--- src/rtl/btct_pkg.sv ---
`default_nettype none
// ============================================================================
//  Module      : btct_pkg
//  Description : Shared types and constants for the BT/CT memory sequencer.
//  Revision    : 1.0 - initial release
// ============================================================================
package btct_pkg;

    localparam int LADDR_W  = 10;   // requester-local address width
    localparam int MADDR_W  = 16;   // SRAM address width
    localparam int c_data_w = 8;    // SRAM data width
    localparam int c_wdog_w = 20;   // watchdog counter width

    typedef enum logic [2:0] {
        IDLE   = 3'd0,
        BT_GO  = 3'd1,
        BT_RUN = 3'd2,
        CT_GO  = 3'd3,
        CT_RUN = 3'd4,
        DONE   = 3'd5,
        ERR    = 3'd6
    } seq_state_t;

    typedef enum logic [1:0] {
        G_NONE = 2'd0,
        G_INI  = 2'd1,
        G_BT   = 2'd2,
        G_CT   = 2'd3
    } grant_t;

    // SRAM ownership depends only on the sequencer state; the launch
    // states leave the SRAM idle so no engine sees a half-cycle grant.
    function automatic grant_t grant_of(input seq_state_t state);
        grant_t g;
        case (state)
            IDLE, DONE, ERR: g = G_INI;
            BT_RUN:          g = G_BT;
            CT_RUN:          g = G_CT;
            default:         g = G_NONE;
        endcase
        return g;
    endfunction

endpackage
`default_nettype wire

--- src/rtl/btct_mem_mux.sv ---
`default_nettype none
// ============================================================================
//  Module      : btct_mem_mux
//  Description : Combinational SRAM port mux. Selects the granted requester,
//                offsets its local address into SRAM space and gates R/W.
//  Revision    : 1.0 - initial release
// ============================================================================
module btct_mem_mux
    import btct_pkg::*;
#(
    parameter logic [MADDR_W-1:0] INI_BASE = 16'h0000,
    parameter logic [MADDR_W-1:0] BT_BASE  = 16'h0000,
    parameter logic [MADDR_W-1:0] CT_BASE  = 16'h0000
) (
    input  grant_t                grant,
    input  logic                  ini_R,
    input  logic                  ini_W,
    input  logic [LADDR_W-1:0]    ini_addr,
    input  logic [c_data_w-1:0]   ini_data_W,
    input  logic                  bt_R,
    input  logic                  bt_W,
    input  logic [LADDR_W-1:0]    bt_addr,
    input  logic [c_data_w-1:0]   bn_data,
    input  logic                  ct_R,
    input  logic                  ct_W,
    input  logic [LADDR_W-1:0]    ct_addr,
    input  logic [c_data_w-1:0]   rc_data,
    output logic                  mem_R,
    output logic                  mem_W,
    output logic [MADDR_W-1:0]    mem_addr,
    output logic [c_data_w-1:0]   mem_data_W
);

    logic                  w_req_R;
    logic                  w_req_W;
    logic [LADDR_W-1:0]    w_laddr;
    logic [c_data_w-1:0]   w_wdata;
    logic [MADDR_W-1:0]    w_base;

    // Select the granted requester; ungranted requests are simply not seen.
    always_comb begin
        w_req_R = 1'b0;
        w_req_W = 1'b0;
        w_laddr = '0;
        w_wdata = '0;
        w_base  = '0;
        case (grant)
            G_INI: begin
                w_req_R = ini_R;
                w_req_W = ini_W;
                w_laddr = ini_addr;
                w_wdata = ini_data_W;
                w_base  = INI_BASE;
            end
            G_BT: begin
                w_req_R = bt_R;
                w_req_W = bt_W;
                w_laddr = bt_addr;
                w_wdata = bn_data;
                w_base  = BT_BASE;
            end
            G_CT: begin
                w_req_R = ct_R;
                w_req_W = ct_W;
                w_laddr = ct_addr;
                w_wdata = rc_data;
                w_base  = CT_BASE;
            end
            default: ;
        endcase
    end

    // Drive the SRAM: writes win over reads, address offset wraps at 2^16.
    always_comb begin
        mem_W      = w_req_W;
        mem_R      = w_req_R & ~w_req_W;
        mem_addr   = w_base + {{(MADDR_W-LADDR_W){1'b0}}, w_laddr};
        mem_data_W = w_req_W ? w_wdata : '0;
    end

endmodule
`default_nettype wire

--- src/rtl/btct_mem_sequencer.sv ---
`default_nettype none
// ============================================================================
//  Module      : btct_mem_sequencer
//  Description : Runs the build-tree then code-transform engines after one
//                start pulse, owns the shared SRAM, returns read data and
//                watches each stage for a missing finish.
//  Revision    : 1.0 - initial release
// ============================================================================
module btct_mem_sequencer
    import btct_pkg::*;
#(
    parameter logic [MADDR_W-1:0]  INI_BASE = 16'h0000,
    parameter logic [MADDR_W-1:0]  BT_BASE  = 16'h0000,
    parameter logic [MADDR_W-1:0]  CT_BASE  = 16'h0000,
    parameter logic [c_wdog_w-1:0] TIMEOUT  = 20'd1000000
) (
    input  logic                  clk,
    input  logic                  n_rst,
    input  logic                  all_start,
    output logic                  all_finish,
    output logic                  busy,
    output logic                  error,
    input  logic                  ini_R,
    input  logic                  ini_W,
    input  logic [LADDR_W-1:0]    ini_addr,
    input  logic [c_data_w-1:0]   ini_data_W,
    output logic [c_data_w-1:0]   ini_data_R,
    output logic                  bt_start,
    input  logic                  bt_finish,
    input  logic                  bt_R,
    input  logic                  bt_W,
    input  logic [LADDR_W-1:0]    bt_addr,
    input  logic [c_data_w-1:0]   bn_data,
    output logic [c_data_w-1:0]   fm_data,
    output logic                  ct_start,
    input  logic                  ct_finish,
    input  logic                  ct_R,
    input  logic                  ct_W,
    input  logic [LADDR_W-1:0]    ct_addr,
    input  logic [c_data_w-1:0]   rc_data,
    output logic [c_data_w-1:0]   sn_data,
    output logic                  mem_R,
    output logic                  mem_W,
    output logic [MADDR_W-1:0]    mem_addr,
    output logic [c_data_w-1:0]   mem_data_W,
    input  logic [c_data_w-1:0]   mem_data_R
);

    localparam logic [c_wdog_w-1:0] c_wdog_last = TIMEOUT - 20'd1;

    seq_state_t             r_state;
    seq_state_t             w_state_nxt;
    logic [c_wdog_w-1:0]    r_wdog;
    logic                   w_wdog_hit;
    grant_t                 w_grant;
    logic [c_data_w-1:0]    r_ini_rd;
    logic [c_data_w-1:0]    r_fm_rd;
    logic [c_data_w-1:0]    r_sn_rd;

    assign w_grant    = grant_of(r_state);
    assign w_wdog_hit = (r_wdog == c_wdog_last);

    // State register.
    always_ff @(posedge clk) begin
        if (n_rst) r_state <= IDLE;
        else       r_state <= w_state_nxt;
    end

    // Next-state and status outputs; a finish takes priority over a
    // coincident timeout so a stage ending on its last cycle still succeeds.
    always_comb begin
        w_state_nxt = r_state;
        all_finish  = 1'b0;
        busy        = 1'b0;
        error       = 1'b0;
        bt_start    = 1'b0;
        ct_start    = 1'b0;
        case (r_state)
            IDLE: begin
                if (all_start) w_state_nxt = BT_GO;
            end
            BT_GO: begin
                busy        = 1'b1;
                bt_start    = 1'b1;
                w_state_nxt = BT_RUN;
            end
            BT_RUN: begin
                busy = 1'b1;
                if (bt_finish)       w_state_nxt = CT_GO;
                else if (w_wdog_hit) w_state_nxt = ERR;
            end
            CT_GO: begin
                busy        = 1'b1;
                ct_start    = 1'b1;
                w_state_nxt = CT_RUN;
            end
            CT_RUN: begin
                busy = 1'b1;
                if (ct_finish)       w_state_nxt = DONE;
                else if (w_wdog_hit) w_state_nxt = ERR;
            end
            DONE: begin
                all_finish = 1'b1;
                if (all_start) w_state_nxt = BT_GO;
            end
            ERR: begin
                error = 1'b1;
                if (all_start) w_state_nxt = BT_GO;
            end
            default: w_state_nxt = IDLE;
        endcase
    end

    // Watchdog: cleared at each stage launch, counts run cycles, saturates.
    always_ff @(posedge clk) begin
        if (n_rst) begin
            r_wdog <= '0;
        end else if (r_state == BT_GO || r_state == CT_GO) begin
            r_wdog <= '0;
        end else if ((r_state == BT_RUN || r_state == CT_RUN) && (r_wdog != '1)) begin
            r_wdog <= r_wdog + 1'b1;
        end
    end

    btct_mem_mux #(
        .INI_BASE (INI_BASE),
        .BT_BASE  (BT_BASE),
        .CT_BASE  (CT_BASE)
    ) u_mem_mux (
        .grant      (w_grant),
        .ini_R      (ini_R),
        .ini_W      (ini_W),
        .ini_addr   (ini_addr),
        .ini_data_W (ini_data_W),
        .bt_R       (bt_R),
        .bt_W       (bt_W),
        .bt_addr    (bt_addr),
        .bn_data    (bn_data),
        .ct_R       (ct_R),
        .ct_W       (ct_W),
        .ct_addr    (ct_addr),
        .rc_data    (rc_data),
        .mem_R      (mem_R),
        .mem_W      (mem_W),
        .mem_addr   (mem_addr),
        .mem_data_W (mem_data_W)
    );

    // Read return: capture SRAM data for whichever requester owned the read.
    always_ff @(posedge clk) begin
        if (n_rst) begin
            r_ini_rd <= '0;
            r_fm_rd  <= '0;
            r_sn_rd  <= '0;
        end else if (mem_R) begin
            case (w_grant)
                G_INI:   r_ini_rd <= mem_data_R;
                G_BT:    r_fm_rd  <= mem_data_R;
                G_CT:    r_sn_rd  <= mem_data_R;
                default: ;
            endcase
        end
    end

    assign ini_data_R = r_ini_rd;
    assign fm_data    = r_fm_rd;
    assign sn_data    = r_sn_rd;

endmodule
`default_nettype wire

--- config.mk ---
export PLATFORM = sky130hd
export DESIGN_NAME = btct_mem_sequencer
export DESIGN_NICKNAME = d
export VERILOG_FILES = /design/src/rtl/btct_pkg.sv /design/src/rtl/btct_mem_mux.sv /design/src/rtl/btct_mem_sequencer.sv
export SDC_FILE = /design/constraint.sdc
export NUM_CORES = 1
export LEC_CHECK = 0
export CORE_AREA = 2 2 94 96
export CTS_CLUSTER_SIZE = 8
export DETAILED_ROUTE_END_ITERATION = 10
export DIE_AREA = 0 0 96 98
export PLACE_DENSITY = 0.75
export SLEW_MARGIN = 0
export SYNTH_ARGS = -nofsm -noshare
export SYNTH_HDL_FRONTEND = slang
export SYNTH_SLANG_ARGS = --single-unit
--- constraint.sdc ---
create_clock -name clk -period 2.1 [get_ports clk]
set_input_delay 0.63 -clock clk [delete_from_list [all_inputs] [get_ports clk]]
set_output_delay 0.63 -clock clk [all_outputs]
set_load 0.05 [all_outputs]
==> results.cfg <==
[outcome]
status = finished, violations left
failed_checks = setup timing

[setup_path]
cp_data_arrival_time_ns = 1.78
r2r_cells = 9
path_buf_inv = 2
critPathMaxStageDelay_ns = 0.42
crit_chain = buf_6, mux2i_4, a2bb2oi_4, and2_4, nor2_4, buf_12
crit_type = reg2out
critPathRequiredTime_ns = 1.47
path_depth = 6
reg2reg_from = r_state[1]
cp-startpoint = r_state[1]
ff2ff_setup_slack_ns = -0.04
timing.rr.end = fm_data[4]
start_kind = flip-flop
critPathTopFamily = flip-flops
crit_end = mem_data_W[3]
crit_fanout = 5
end_kind = primary output
cp_slowest_cell = dfxtp_4

[final_layout]
layout_common_cells = 44 x dfxtp_1, 41 x buf_4, 37 x mux2i_1
layout-drive-gt1-share_pct = 37.3
area_growth_pct = 80.4
final_cells = 645
n_fill_cell = 592
final_common_cell = dfxtp_1
final_area_sq_um = 5850
fin_nets = 609

[timing]
fin_tns_setup_ns = -5.58
rsz0062_at_grt = yes
fmax_ghz = 0.416
finalHoldViolCount = 0
worstMarginPinSlew_ns = 0.508
slew_headroom_pct = 66.1
period_share_pct = 115
fin_skew_ns = 0.00760
fin_crit_ns = 2.41
setup_ws_ns = -0.306
setup_violations = 29
drv_slew = 0

[floorplan]
die_area_sq_um = 9410
core_area_sq_um = 8470
top_level_ports = 128
die_x_um = 96
die_h_um = 98
row_count = 34
start_util_pct = 38.3

[route]
wl_per_cell_um = 16.7
antenna_left = 0
route.detailed.drc = 0
drt-initial-drc-count = 114
routed_wl_um = 10800
via_per_inst = 5.31
first_pass_iters = 4
vias = 3423

[synth]
synth.area.top_cells = dfxtp_1 29%, mux2i_1 14%, nand2b_1 6.8%, nor2_1 4.5%, a21oi_1 4.5%
ys_warn_count = 0
synthArstFlopShare_pct = 0
ys_ff_latch = 47
synth-edff-count = 0
synth_cell_types = 48
syn_area_sq_um = 3240
syn_inst = 392
synth_top_area_share_pct = 29.0
yosys.area.top_type = dfxtp_1
seq_area_frac_synth_pct = 29.0
syn_area_per_cell_sq_um = 8.27
synth_top_flop_cell = dfxtp_1

[grt]
grt_usage_pct = 21.8
grt_max_degree = 38
grt_pass1_vias = 3334
grt_antenna_before_repair = 1
grt.overflow.total = 0
grt_pass1_wl_um = 16400

[placement]
post-place-cells = 616
place_area_sq_um = 5000
gp_congestion = 0.846
port_buffers = 121
hpwlAfterDp_um = 6940

[cts]
htree_levels = 2
cts_made_buffers = 5
clockBufferDepth = 2
cts.sinks = 47
cts_root_buffer = clkbuf_8
clk_latency_ns = 0.31
clk_pin_slew_ns = 0.09
cts_tree = built

[power_and_ir_drop]
ir_worst_vdd_mv = 0.798
power_density_nw_per_um2 = 1090
p_leak_uw = 0.00245

[min_path]
hp-class = reg2reg
hp-start = fm_data[2]

[job]
cap_violations = 0
[worst reg2reg max path, stage by stage, from the launching register on]
cell,delay (ns)
dfxtp_4,0.42
buf_6,0.13
mux2i_4,0.24
a2bb2oi_4,0.20
buf_4,0.14
o211ai_4,0.08
buf_4,0.15
or3_1,0.37
buf_6,0.17
mux2i_2,0.15
[worst min path at each step]
| stage | end | slack (ns) | cells after the start |
|---|---|---|---|
| final | fm_data[2] | 0.48 | 2 |
| after global routing | fm_data[1] | 0.51 | 2 |
| after CTS | fm_data[2] | 0.48 | 2 |
| after detailed placement | fm_data[2] | 0.47 | 2 |
| after global placement | fm_data[7] | 0.46 | 2 |
| after floorplan | r_wdog[19] | 0.45 | 2 |
[registers in the layout, indices dropped and copies added (netlist names)]
name        cells
fm_data         8
r_wdog         20
sn_data         8
ini_data_R      8
r_state         3
[layer usage]
metal	global-route usage (%)	wire, um	vias to the layer above
met5	0	0	-
met4	7.14	303	0
met3	3.09	477	25
met2	39.0	5690	92
met1	26.0	4300	1644
li1	-	-	1662
[final cells by class]
class / instances / area, sq um / share of cell area, %
clock inverter: 3 / 47.5 / 0.813
multi-input combinational: 311 / 2670 / 45.7
sequential: 47 / 952 / 16.3
timing repair buffer: 165 / 1950 / 33.3
clock buffer: 5 / 68.8 / 1.18
inverter: 5 / 21.3 / 0.364
antenna: 1 / 2.50 / 0.0428
tap: 108 / 135 / 2.31
[Yosys cell counts (7+ instances only)]
library cell and count:
o21ai_0 18, xor2_1 7, or3_1 9, buf_4 7, nor2b_1 13, nand2_1 21
a21oi_1 29, mux2i_1 44, nor2_1 39, nand2b_1 35, a211oi_1 16, mux2_2 11
dfxtp_1 47, clkbuf_1 18
[through the flow]
step                      hold WS [ns]  total power (uW)  worst slack, ns  utilization (%)
after global placement           0.463              4630           -0.580             59.1
after floorplan                  0.448              3480          -0.0943                -
after detailed placement         0.467              4700           -0.598             59.1
final                            0.477              6360           -0.306             69.1
after global routing             0.507              6590           -0.339             69.1
after CTS                        0.482              5980           -0.300             65.0
[logic make-up (layout without fill, tap and decap cells)]
kind of cell,after synthesis,in the layout,synth area share [%]
AO/OA/AOI/OAI,79,79,15.4
XOR/XNOR,13,13,3.74
adder cells (fa/ha/maj),1,1,0.386
buffers and inverters,40,178,7.25
flip-flops,47,47,29.0
multiplexers,56,56,17.9
other,1,7,0.116
AND/OR/NAND/NOR,155,156,26.2
[power by group]
part / switching (uW) / internal [uW] / leakage, uW
clock: 338 / 361 / 0.0000587
sequential: 79.0 / 976 / 0.000382
combinational: 2370 / 2230 / 0.00201
total: 2790 / 3570 / 0.00245
[what timing repair did]
action,in CTS,in global routing
setup endpoints to repair,48,54
hold buffers,0,0
pin swaps,41,21
resized for setup,106,60
gates cloned,5,2
setup buffers,4,11
(Power assumes the default switching activity.)
